## config.mk

```make
export PLATFORM = sky130hd
export DESIGN_NAME = instr_decode
export DESIGN_NICKNAME = d
export VERILOG_FILES = /design/src/rtl/instr_decode.sv
export SDC_FILE = /design/constraint.sdc
export NUM_CORES = 1
export LEC_CHECK = 0
export CORE_AREA = 2 2 123 125
export CTS_BUF_LIST = sky130_fd_sc_hd__clkbuf_4
export DETAILED_ROUTE_END_ITERATION = 16
export DIE_AREA = 0 0 125 127
export PLACE_DENSITY_LB_ADDON = 0.2
export SYNTH_ARGS = -nofsm -noshare
export SYNTH_HDL_FRONTEND = slang
export SYNTH_SLANG_ARGS = --single-unit
```

## constraint.sdc

```tcl
create_clock -name clk -period 4.05 [get_ports clk]
set_clock_uncertainty 0.05 [all_clocks]
set_input_delay 0.81 -clock clk [delete_from_list [all_inputs] [get_ports clk]]
set_output_delay 0.81 -clock clk [all_outputs]
set_load 0.01 [all_outputs]
```

## src/rtl/instr_decode.sv

```systemverilog
// rtl/instr_decode.sv - MIPS-32 instruction decode stage with ID/EX register (optional skid entry: ID_SKID_EN)
module instr_decode (
  input  logic        clk,
  input  logic        rst_n,
  input  logic        flush,
  input  logic        in_valid,
  output logic        in_ready,
  input  logic [31:0] instr,
  input  logic [31:0] pc_in,
  output logic        out_valid,
  input  logic        out_ready,
  output logic [31:0] pc_out,
  output logic [4:0]  aluctrl,
  output logic        i_type,
  output logic [31:0] imm,
  output logic [4:0]  rs,
  output logic [4:0]  rt,
  output logic [4:0]  dest,
  output logic        reg_write,
  output logic        mem_read,
  output logic        mem_write,
  output logic        branch,
  output logic        illegal
);

  typedef struct packed {
    logic [31:0] pc;
    logic [4:0]  aluctrl;
    logic        i_type;
    logic [31:0] imm;
    logic [4:0]  rs;
    logic [4:0]  rt;
    logic [4:0]  dest;
    logic        reg_write;
    logic        mem_read;
    logic        mem_write;
    logic        branch;
    logic        illegal;
  } dec_t;

  localparam logic [4:0] ALU_AND  = 5'b00000;
  localparam logic [4:0] ALU_OR   = 5'b00001;
  localparam logic [4:0] ALU_ADD  = 5'b00010;
  localparam logic [4:0] ALU_SUB  = 5'b00110;
  localparam logic [4:0] ALU_NOR  = 5'b01100;
  localparam logic [4:0] ALU_SLL  = 5'b01101;
  localparam logic [4:0] ALU_SRL  = 5'b01110;
  localparam logic [4:0] ALU_SRA  = 5'b01111;
  localparam logic [4:0] ALU_SLT  = 5'b10000;
  localparam logic [4:0] ALU_BEQ  = 5'b10010;
  localparam logic [4:0] ALU_BGTZ = 5'b10011;
  localparam logic [4:0] ALU_BGEZ = 5'b10100;
  localparam logic [4:0] ALU_LUI  = 5'b10101;
  localparam logic [4:0] ALU_BNE  = 5'b10110;
  localparam logic [4:0] ALU_ILL  = 5'b11111;

  logic [5:0]  opcode;
  logic [5:0]  funct;
  logic [31:0] sext;
  logic [31:0] zext;
  logic        accept;
  logic        out_valid_q;
  dec_t        dec;
  dec_t        out_q;

  assign opcode = instr[31:26];
  assign funct  = instr[5:0];
  assign sext   = {{16{instr[15]}}, instr[15:0]};
  assign zext   = {16'b0, instr[15:0]};

  // Combinational translation of the incoming word into execute-stage controls
  always_comb begin
    dec    = '0;
    dec.pc = pc_in;
    dec.rs = instr[25:21];
    dec.rt = instr[20:16];
    case (opcode)
      6'h00: begin
        dec.dest      = instr[15:11];
        dec.reg_write = 1'b1;
        case (funct)
          6'h20, 6'h21: dec.aluctrl = ALU_ADD;
          6'h22, 6'h23: dec.aluctrl = ALU_SUB;
          6'h24:        dec.aluctrl = ALU_AND;
          6'h25:        dec.aluctrl = ALU_OR;
          6'h27:        dec.aluctrl = ALU_NOR;
          6'h2A:        dec.aluctrl = ALU_SLT;
          6'h00: begin dec.aluctrl = ALU_SLL; dec.imm = {27'b0, instr[10:6]}; end
          6'h02: begin dec.aluctrl = ALU_SRL; dec.imm = {27'b0, instr[10:6]}; end
          6'h03: begin dec.aluctrl = ALU_SRA; dec.imm = {27'b0, instr[10:6]}; end
          default:      dec.illegal = 1'b1;
        endcase
      end
      6'h08, 6'h09: begin
        dec.aluctrl = ALU_ADD; dec.i_type = 1'b1; dec.imm = sext;
        dec.dest = instr[20:16]; dec.reg_write = 1'b1;
      end
      6'h0A: begin
        dec.aluctrl = ALU_SLT; dec.i_type = 1'b1; dec.imm = sext;
        dec.dest = instr[20:16]; dec.reg_write = 1'b1;
      end
      6'h0C: begin
        dec.aluctrl = ALU_AND; dec.i_type = 1'b1; dec.imm = zext;
        dec.dest = instr[20:16]; dec.reg_write = 1'b1;
      end
      6'h0D: begin
        dec.aluctrl = ALU_OR; dec.i_type = 1'b1; dec.imm = zext;
        dec.dest = instr[20:16]; dec.reg_write = 1'b1;
      end
      6'h0F: begin
        dec.aluctrl = ALU_LUI; dec.i_type = 1'b1; dec.imm = zext;
        dec.dest = instr[20:16]; dec.reg_write = 1'b1;
      end
      6'h23: begin
        dec.aluctrl = ALU_ADD; dec.i_type = 1'b1; dec.imm = sext;
        dec.dest = instr[20:16]; dec.mem_read = 1'b1; dec.reg_write = 1'b1;
      end
      6'h2B: begin
        dec.aluctrl = ALU_ADD; dec.i_type = 1'b1; dec.imm = sext;
        dec.dest = instr[20:16]; dec.mem_write = 1'b1;
      end
      // Branches compare registers in the ALU; no writeback target
      6'h04: begin dec.aluctrl = ALU_BEQ;  dec.imm = sext; dec.branch = 1'b1; end
      6'h05: begin dec.aluctrl = ALU_BNE;  dec.imm = sext; dec.branch = 1'b1; end
      6'h07: begin dec.aluctrl = ALU_BGTZ; dec.imm = sext; dec.branch = 1'b1; end
      6'h01: begin
        if (instr[20:16] == 5'd1) begin
          dec.aluctrl = ALU_BGEZ; dec.imm = sext; dec.branch = 1'b1;
        end else begin
          dec.illegal = 1'b1;
        end
      end
      default: dec.illegal = 1'b1;
    endcase
    // Writes to r0 are architecturally discarded
    if (dec.dest == 5'd0) dec.reg_write = 1'b0;
    // Unknown encodings leave no side effects downstream
    if (dec.illegal) begin
      dec.aluctrl   = ALU_ILL;
      dec.i_type    = 1'b0;
      dec.imm       = '0;
      dec.dest      = '0;
      dec.reg_write = 1'b0;
      dec.mem_read  = 1'b0;
      dec.mem_write = 1'b0;
      dec.branch    = 1'b0;
    end
  end

`ifdef ID_SKID_EN
  dec_t skid_q;
  logic skid_valid;
  logic in_ready_q;

  assign in_ready = in_ready_q;
  assign accept   = in_valid & in_ready_q;

  // ID/EX register plus one skid slot; in_ready is registered as "skid empty"
  always_ff @(posedge clk or negedge rst_n) begin
    if (!rst_n) begin
      out_q       <= '0;
      out_valid_q <= 1'b0;
      skid_q      <= '0;
      skid_valid  <= 1'b0;
      in_ready_q  <= 1'b0;
    end else if (flush) begin
      out_valid_q <= 1'b0;
      skid_valid  <= 1'b0;
      in_ready_q  <= 1'b1;
    end else if (out_valid_q && !out_ready) begin
      if (accept) begin
        skid_q     <= dec;
        skid_valid <= 1'b1;
      end
      in_ready_q <= ~(skid_valid | accept);
    end else if (skid_valid) begin
      out_q       <= skid_q;
      out_valid_q <= 1'b1;
      skid_valid  <= 1'b0;
      in_ready_q  <= 1'b1;
    end else begin
      if (accept) out_q <= dec;
      out_valid_q <= accept;
      in_ready_q  <= 1'b1;
    end
  end
`else
  assign in_ready = rst_n & (~out_valid_q | out_ready);
  assign accept   = in_valid & in_ready;

  // ID/EX register: reload on accept, drain on consume, kill on flush
  always_ff @(posedge clk or negedge rst_n) begin
    if (!rst_n) begin
      out_q       <= '0;
      out_valid_q <= 1'b0;
    end else if (flush) begin
      out_valid_q <= 1'b0;
    end else if (accept) begin
      out_q       <= dec;
      out_valid_q <= 1'b1;
    end else if (out_ready) begin
      out_valid_q <= 1'b0;
    end
  end
`endif

  assign out_valid = out_valid_q;
  assign pc_out    = out_q.pc;
  assign aluctrl   = out_q.aluctrl;
  assign i_type    = out_q.i_type;
  assign imm       = out_q.imm;
  assign rs        = out_q.rs;
  assign rt        = out_q.rt;
  assign dest      = out_q.dest;
  assign reg_write = out_q.reg_write;
  assign mem_read  = out_q.mem_read;
  assign mem_write = out_q.mem_write;
  assign branch    = out_q.branch;
  assign illegal   = out_q.illegal;

endmodule

```

# Word-level counts from Yosys, hierarchy flattened
# Cells that the tools add are included.
totals:
  word_cells: 79
  inputBits: 69
  ff_bits: 91
classes:
  n_bitwise: 5
  reduce_logical: 16
  eq_ne: 23
  mux: 22
ops:
  columns: ["op", "n"]
  rows:
  - ["$pmux 32 s4", 1]
  - ["$eq 6x6->1 const B", 10]
  - ["$pmux 5 s9", 1]
  - ["$pmux 5 s8", 1]
  - ["$mux 38", 1]
  - ["$eq 6x4->1 const B", 6]
  - ["$mux 32", 1]
  - ["$reduce_or 8->1", 3]
  - ["$reduce_or 11->1", 2]
  - ["$eq 6x3->1 const B", 3]
  - ["$eq 6x2->1 const B", 2]
  - ["$logic_not 6->1", 2]
  - ["$mux 1", 11]
  - ["$mux 5", 2]
  - ["$pmux 5 s2", 1]
  - ["$mux 9", 1]
  - ["$reduce_or 3->1", 3]
  - ["$eq 6x1->1 const B", 1]
  - ["$eq 5x1->1 const B", 1]
  - ["$logic_not 5->1", 1]
  - ["$reduce_or 2->1", 2]
  - ["$reduce_or 4->1", 1]
  - ["$pmux 1 s3", 1]
  - ["$reduce_bool 3->1", 1]
  - ["5 further kinds", 7]

# Depth between registers and ports, before layout
# Gate-level depths: netlist of the first run.
logic_depth:
  depth_word: 6
  mapped_depth: 7
  ltp_nobuf: 5

# Worst setup path after synthesis of the first run
# OpenSTA, ideal clock, no wires.
synth_timing:
  path_type: "input to register"
  from: "input instr[29]"
  to: "register out_q, in the netlist imm[10]"
  arrival_time_ns: 2.222
  path_stages: 7
  slack_ns: 1.657
  cell_sequence: "buf_6 > or2_4 > nor4_4 > a31oi_4 > and2_4 > buf_6 > a22o_1"
synth_between:
  elab_chain_cells: 4
  word_cells_on_any_way: 19
synth_lines:
  columns: ["item", "line_no", "source"]
  rows:
  - ["start, declared", "8", "input logic [31:0] instr,"]
  - ["$eq 6x3->1 (tied with other cells)", "77", "case (opcode)"]
  - ["$reduce_or 11->1 (no source line) (tied with other cells)", null, null]
  - ["$pmux 1 s3 / $pmux 32 s4 (equally long branches)", "77", null]
  - ["$mux 38 *", "138", "if (dec.illegal) begin"]
  - ["end signal, assigned", "194", "out_q <= '0;"]
  - ["end signal, assigned", "199", "out_q <= dec;"]
  - ["end, declared", "64", "dec_t out_q;"]
# Mark *: on every way between the ends. The rest lies on a longest branch, timed or not.
# A chain may end at the register's enable or synchronous reset.

# Worst setup path after layout of the first run
layout_timing:
  from: "input out_ready"
  to: "output in_ready"
layout_between:
  elab_chain_cells: 2
layout_lines:
  columns: ["item", "line_no", "source"]
  rows:
  - ["start, declared", "11", "input logic out_ready,"]
  - ["$or 1x1->1", "188", "assign in_ready = rst_n & (~out_valid_q | out_ready);"]
  - ["$and 1x1->1", "188", null]
  - ["end, declared", "7", "output logic in_ready,"]
# Every way passes these cells.

==> impl_metrics.toml, run 1 <==
[run_status]
outcome = "complete, no violations"

[power_and_ir_drop]
peakVddDrop_uv = 103
seq_power_share_pct = 50.5
combPwrFrac_pct = 28.0
p_switching_mw = 0.530
p_leak_nw = 2.27
p_sw_share_pct = 29.6
p_per_area_nw_per_um2 = 337
intPower_mw = 1.26
clkPwrFrac_pct = 21.5

[worst_setup_path]
path_buf_inv = 2
startpoint_type = "primary input"
worst_ep_required_time_ns = 3.19
crit_family = "buffers and inverters"
crit_top_cell = "clkdlybuf4s50_1"
cp.arrival_ns = 2.08
crit_slowest_cell = "clkdlybuf4s50_1"
path_cells = "clkdlybuf4s50_1 -> nand2b_1 -> and2_1 -> clkdlybuf4s50_1"
cp-end-kind = "output port"
crit_path_max_incr_delay_ns = 0.55
crit_type = "primary input to output port"
crit_fanout = 3

[clocking]
cts-htree-levels = 3
cts_sinks = 76
clock_latency_ns = 0.42
ctsRootBufferMaster = "clkbuf_4"
ctsResizeCount = 0
cts_tree = "yes"
clk_path_buf_depth = 2
cts-buffers-inserted = 9
cts_setup_buffers = 0
clk_pin_slew_ns = 0.11
cts_hold_buf = 0

[detailed_routing]
routedWlPerCell_um = 16.0
via_per_inst = 4.61
drtAntennaViolNets = 0
dr.pass1.iters = 4
drcViolationCount = 0
vias = 3304
drtIter0Drc = 212
wl_mm = 11.4

[global_route]
grt_pass1_vias = 3370
antenna_found_initial = 1
grt_pass1_wl_mm = 18.5
grt_max_degree = 73
grt-ovfl-total = 0
grt_usage_pct = 14.7

[placement]
gp_congestion = 0.850
placedCellCount = 701
placedInstanceArea_um2 = 5210
dp_hpwl_mm = 8.33
portBuffers = 160

[flow_run]
maxCapViolCount = 0

[timing]
tns_ns = 0
finalSetupViolations = 0
fmax_ghz = 0.340
min_period_ns = 2.94
rsz0062_at_grt = "no"
tightest_slew_ns = 0.940
final_max_slew_viol_count = 0
hold_violations = 0
period_share_pct = 72.6
slew-limit-headroom_pct = 37.3

[die]
core.rowCount = 44
fp.dieW_um = 125
pin_count = 161
core_um2 = 14400
dieArea_um2 = 15900
die_h_um = 127
start_util_pct = 24.8

[yosys]
synthesis.area_um2 = 3580
async_flop_share_pct = 100
ys.flop_type = "dfrtp_1"
ys_types = 48
synth_top_area_cell = "dfrtp_1"
synth_edf_count = 0
yosys_warnings = 0
yosysSeqAreaShare_pct = 53.1
netlist.area_leader.share_pct = 53.1
synthTopCellsByArea = "dfrtp_1 53%, nand2_1 15%, a22o_1 3.4%"
synth_seq_cells = 76
synth_area_per_cell_um2 = 9.11
syn_nets = 462
netlist_instances = 393

[layout]
layout_common_cells = "159 x clkdlybuf4s50_1, 146 x nand2_1, 76 x dfrtp_1"
fill_cells = 1516
drive_above_1_share_pct = 5.08
stdcell_count = 716
final_common_cell = "clkdlybuf4s50_1"
finalInstanceArea_um2 = 5310
final_nets = 597
synthToLayoutAreaGrowth_pct = 48.3

[hold_path]
hp-class = "primary input to async pin"
## cell families (layout without fill, tap and decap cells)
group	after synthesis	after routing	share of synthesized area (%)
other cells	0	1	0
xor+xnor	1	1	0.245
compound gates	75	75	14.8
simple gates	200	200	25.4
buf+inv	41	179	6.46
flops	76	76	53.1
## path summary, 6_finish.rpt
check                                      startpoint                      to  slack (ns)  cells after the start
worst min-delay path                            rst_n  pc_out[16]$_DFFE_PN0P_        0.24                      1
worst min register to register      rs[4]$_DFFE_PN0P_       rs[4]$_DFFE_PN0P_        0.43                      2
max in group asynchronous                       rst_n  pc_out[23]$_DFFE_PN0P_        2.70                      2
worst max register to register  out_valid$_DFFE_PN0P_  aluctrl[1]$_DFFE_PN0P_        2.17                      4
worst max-delay path                        out_ready                in_ready        1.11                      4
min in group clk                    rs[4]$_DFFE_PN0P_       rs[4]$_DFFE_PN0P_        0.43                      2
## synthesized netlist by cell type, types with 2 or more instances
cell      instances
o21ai_1          10
o21ai_0           8
dfrtp_1          76
nor2_1            8
a22oi_1           8
a22o_1           14
inv_1             2
o32a_1            4
buf_6             2
and3b_1           2
o31ai_1           2
nor4_1            5
buf_4            15
nand2_1         146
nand4_1           2
nand3_1           3
nand4b_1          2
nand2b_1         10
buf_2             5
nor3_1            6
or3_1             3
and2_1            3
clkbuf_1         16
o22ai_1           2
a21oi_1          15
nor4_4            2
## power by group through the flow
stage | logic (mW) | registers, mW | clock network, mW
4_1_cts | 0.511 | 0.906 | 0.410
2_1_floorplan | 0.137 | 0.961 | 0
5_1_grt | 0.548 | 0.920 | 0.445
3_3_place_gp | 0.505 | 0.918 | 0
3_5_place_dp | 0.509 | 0.921 | 0
6_report | 0.502 | 0.904 | 0.385
## flip-flops by register name (all words and copies together) (netlist names), 5 cells and up
register  flops
pc_out       32
imm          17
aluctrl       5
dest          5
rs            5
rt            5
## per-stage QoR
stage | setup slack (ns) | util [%] | hold slack [ns] | power [mW]
final | 1.11 | 36.8 | 0.237 | 1.79
after global placement | 0.895 | 36.1 | 0.406 | 1.42
after floorplan | 1.66 | - | 0.464 | 1.10
after CTS | 1.10 | 36.8 | 0.205 | 1.83
after global routing | 1.05 | 36.8 | 0.198 | 1.91
after detailed placement | 0.777 | 36.1 | 0.412 | 1.43
## layer usage
metal  routed length, µm  global-route usage, %  share of wire (%)  up-vias
li1                    -                      -                  -     1582
met2                5340                   23.1                 47      137
met1                5100                   19.8                 45     1569
met5                   0                      0                  0        -
met4                 213                   5.10                1.9        0
met3                 789                   3.77                6.9       16
## cell type report
class                      count  area, µm²  share of cell area [%]
sequential                    76       1900                    35.8
timing repair buffer         163       1620                    30.5
multi-input combinational    276       1450                    27.3
tap                          184        230                    4.33
clock buffer                  11       82.6                    1.55
clock inverter                 3       16.3                   0.306
inverter                       2       7.51                   0.141
antenna                        1       2.50                  0.0471
(Power assumes the default switching activity.)
==> inputs of run 2 (changes only) <==
clock period = 2.8 ns   (was 4.05 ns; I/O delays follow)
==> impl_metrics.toml, run 2 (same netlist as run 1, synthesis figures left out) <==
[clocking]
cts_tree = "yes"
clk_path_buf_depth = 2
cts-buffers-inserted = 9
cts_sinks = 76
clock_latency_ns = 0.43
ctsRootBufferMaster = "clkbuf_4"
cts-htree-levels = 3
clk_pin_slew_ns = 0.11

[global_route]
antenna_found_initial = 1
grt_pass1_vias = 3340
grt_max_degree = 73
grt_usage_pct = 15.0
grt-ovfl-total = 0
grt_pass1_wl_mm = 18.9

[layout]
final_nets = 611
largest_reg_flops = 32
drive_above_1_share_pct = 7.52
layout_common_cells = "159 x clkdlybuf4s50_1, 146 x nand2_1, 76 x dfrtp_1"
stdcell_count = 730
final_common_cell = "clkdlybuf4s50_1"
synthToLayoutAreaGrowth_pct = 53.4

[placement]
gp_congestion = 0.781
portBuffers = 160
placedCellCount = 714
dp_hpwl_mm = 8.39
dpl_worst_slack_ns = 0.116

[power_and_ir_drop]
p_per_area_nw_per_um2 = 526
totalPowerFinal_mw = 2.89
peakVddDrop_uv = 184
p_leak_nw = 2.37

[flow_run]
maxCapViolCount = 0

[timing]
fmax_ghz = 0.371
final_max_slew_viol_count = 0
tns_ns = 0
rsz0062_at_grt = "no"
hold_violations = 0
period_share_pct = 96.4
min_period_ns = 2.70
finalSetupViolations = 0
tightest_slew_ns = 0.936
timing.final.ws_setup_ns = 0.102
slew-limit-headroom_pct = 37.6

[worst_setup_path]
reg2reg_depth = 4
worst_ep_required_time_ns = 2.19
startpoint_type = "primary input"
crit_path_max_incr_delay_ns = 0.58
crit_type = "primary input to output port"
crit_slowest_cell = "dlygate4sd3_1"
worstReg2RegStart = "out_valid$_DFFE_PN0P_"
cp-end-kind = "output port"
cp.arrival_ns = 2.09
path_cells = "dlygate4sd3_1 -> buf_6 -> and2_1 -> clkdlybuf4s50_1"
crit_fanout = 19
rrSetupSlack_ns = 0.94
r2r-end = "aluctrl[1]$_DFFE_PN0P_"

[detailed_routing]
drtIter0Drc = 160
drtAntennaViolNets = 0
routedWlPerCell_um = 15.9
drcViolationCount = 0
dr.pass1.iters = 4
vias = 3311
wl_mm = 11.6
via_per_inst = 4.54

[die]
fp.dieW_um = 125
dieArea_um2 = 15900
core.rowCount = 44
start_util_pct = 24.8
core_um2 = 14400
pin_count = 161
die_h_um = 127

[hold_path]
hp-class = "flip-flop to flip-flop"
min_from = "pc_out[20]$_DFFE_PN0P_"
min_to = "pc_out[20]$_DFFE_PN0P_"
hold-path-cell-count = 2

[run_status]
outcome = "complete, no violations"
## run 2: power breakdown
part           leakage, nW  internal (mW)  switching, mW  total, mW
logic                 1.32          0.416          0.322      0.738
registers            0.967           1.23         0.0792       1.31
clock network       0.0879          0.441          0.401      0.842
## run 2: worst max path at each step
stage,from,slack (ns),cells past startpoint,to
2_1_floorplan,instr[29],0.66,7,imm[10]$_DFFE_PN0P_
3_3_place_gp,instr[27],0.15,7,imm[30]$_DFFE_PN0P_
3_5_place_dp,instr[1],0.12,6,aluctrl[2]$_DFFE_PN0P_
4_1_cts,rst_n,0.009,4,in_ready
5_1_grt,rst_n,0.05,4,in_ready
6_report,rst_n,0.10,4,in_ready
## run 2: worst max-delay path: cells and delay by family
kind	cells	cell delay (ns)
buffers and inverters	3	1.36
and+or+nand+nor	1	0.16
## run 2: what timing repair did
| action | CTS | global route |
|---|---|---|
| hold buffers | 1 | 0 |
| resized for setup | 0 | 1 |
| setup endpoints to repair | 0 | 1 |
| hold endpoints to repair | 16 | 0 |
| setup buffers | 0 | 0 |
## run 2: metrics by stage
stage          cell area (µm²)  hold slack (ns)  util [%]
2_1_floorplan             3580            0.214         -
3_3_place_gp              5310            0.404      36.8
3_5_place_dp              5310            0.407      36.8
4_1_cts                   5490            0.445      38.1
5_1_grt                   5500            0.464      38.1
6_report                  5500            0.436      38.1
## run 2: cell type report
cell class                 instances  area [µm²]
tap                              184         230
clock inverter                     5         103
multi-input combinational        276        1450
inverter                           2        7.51
sequential                        76        1900
timing repair buffer             177        1730
fill                            1452        8930
antenna                            1        2.50
clock buffer                       9        67.6
## run 2: per-layer routing
layer  share of wire (%)  up-vias  wire length (µm)  GRT usage [%]
met5                   0        -                 0              0
met4                 2.2        0               251           6.27
met3                 5.4       15               631           3.14
met2                  46      107              5320           22.7
met1                  46     1574              5390           20.9
li1                    -     1615                 -              -
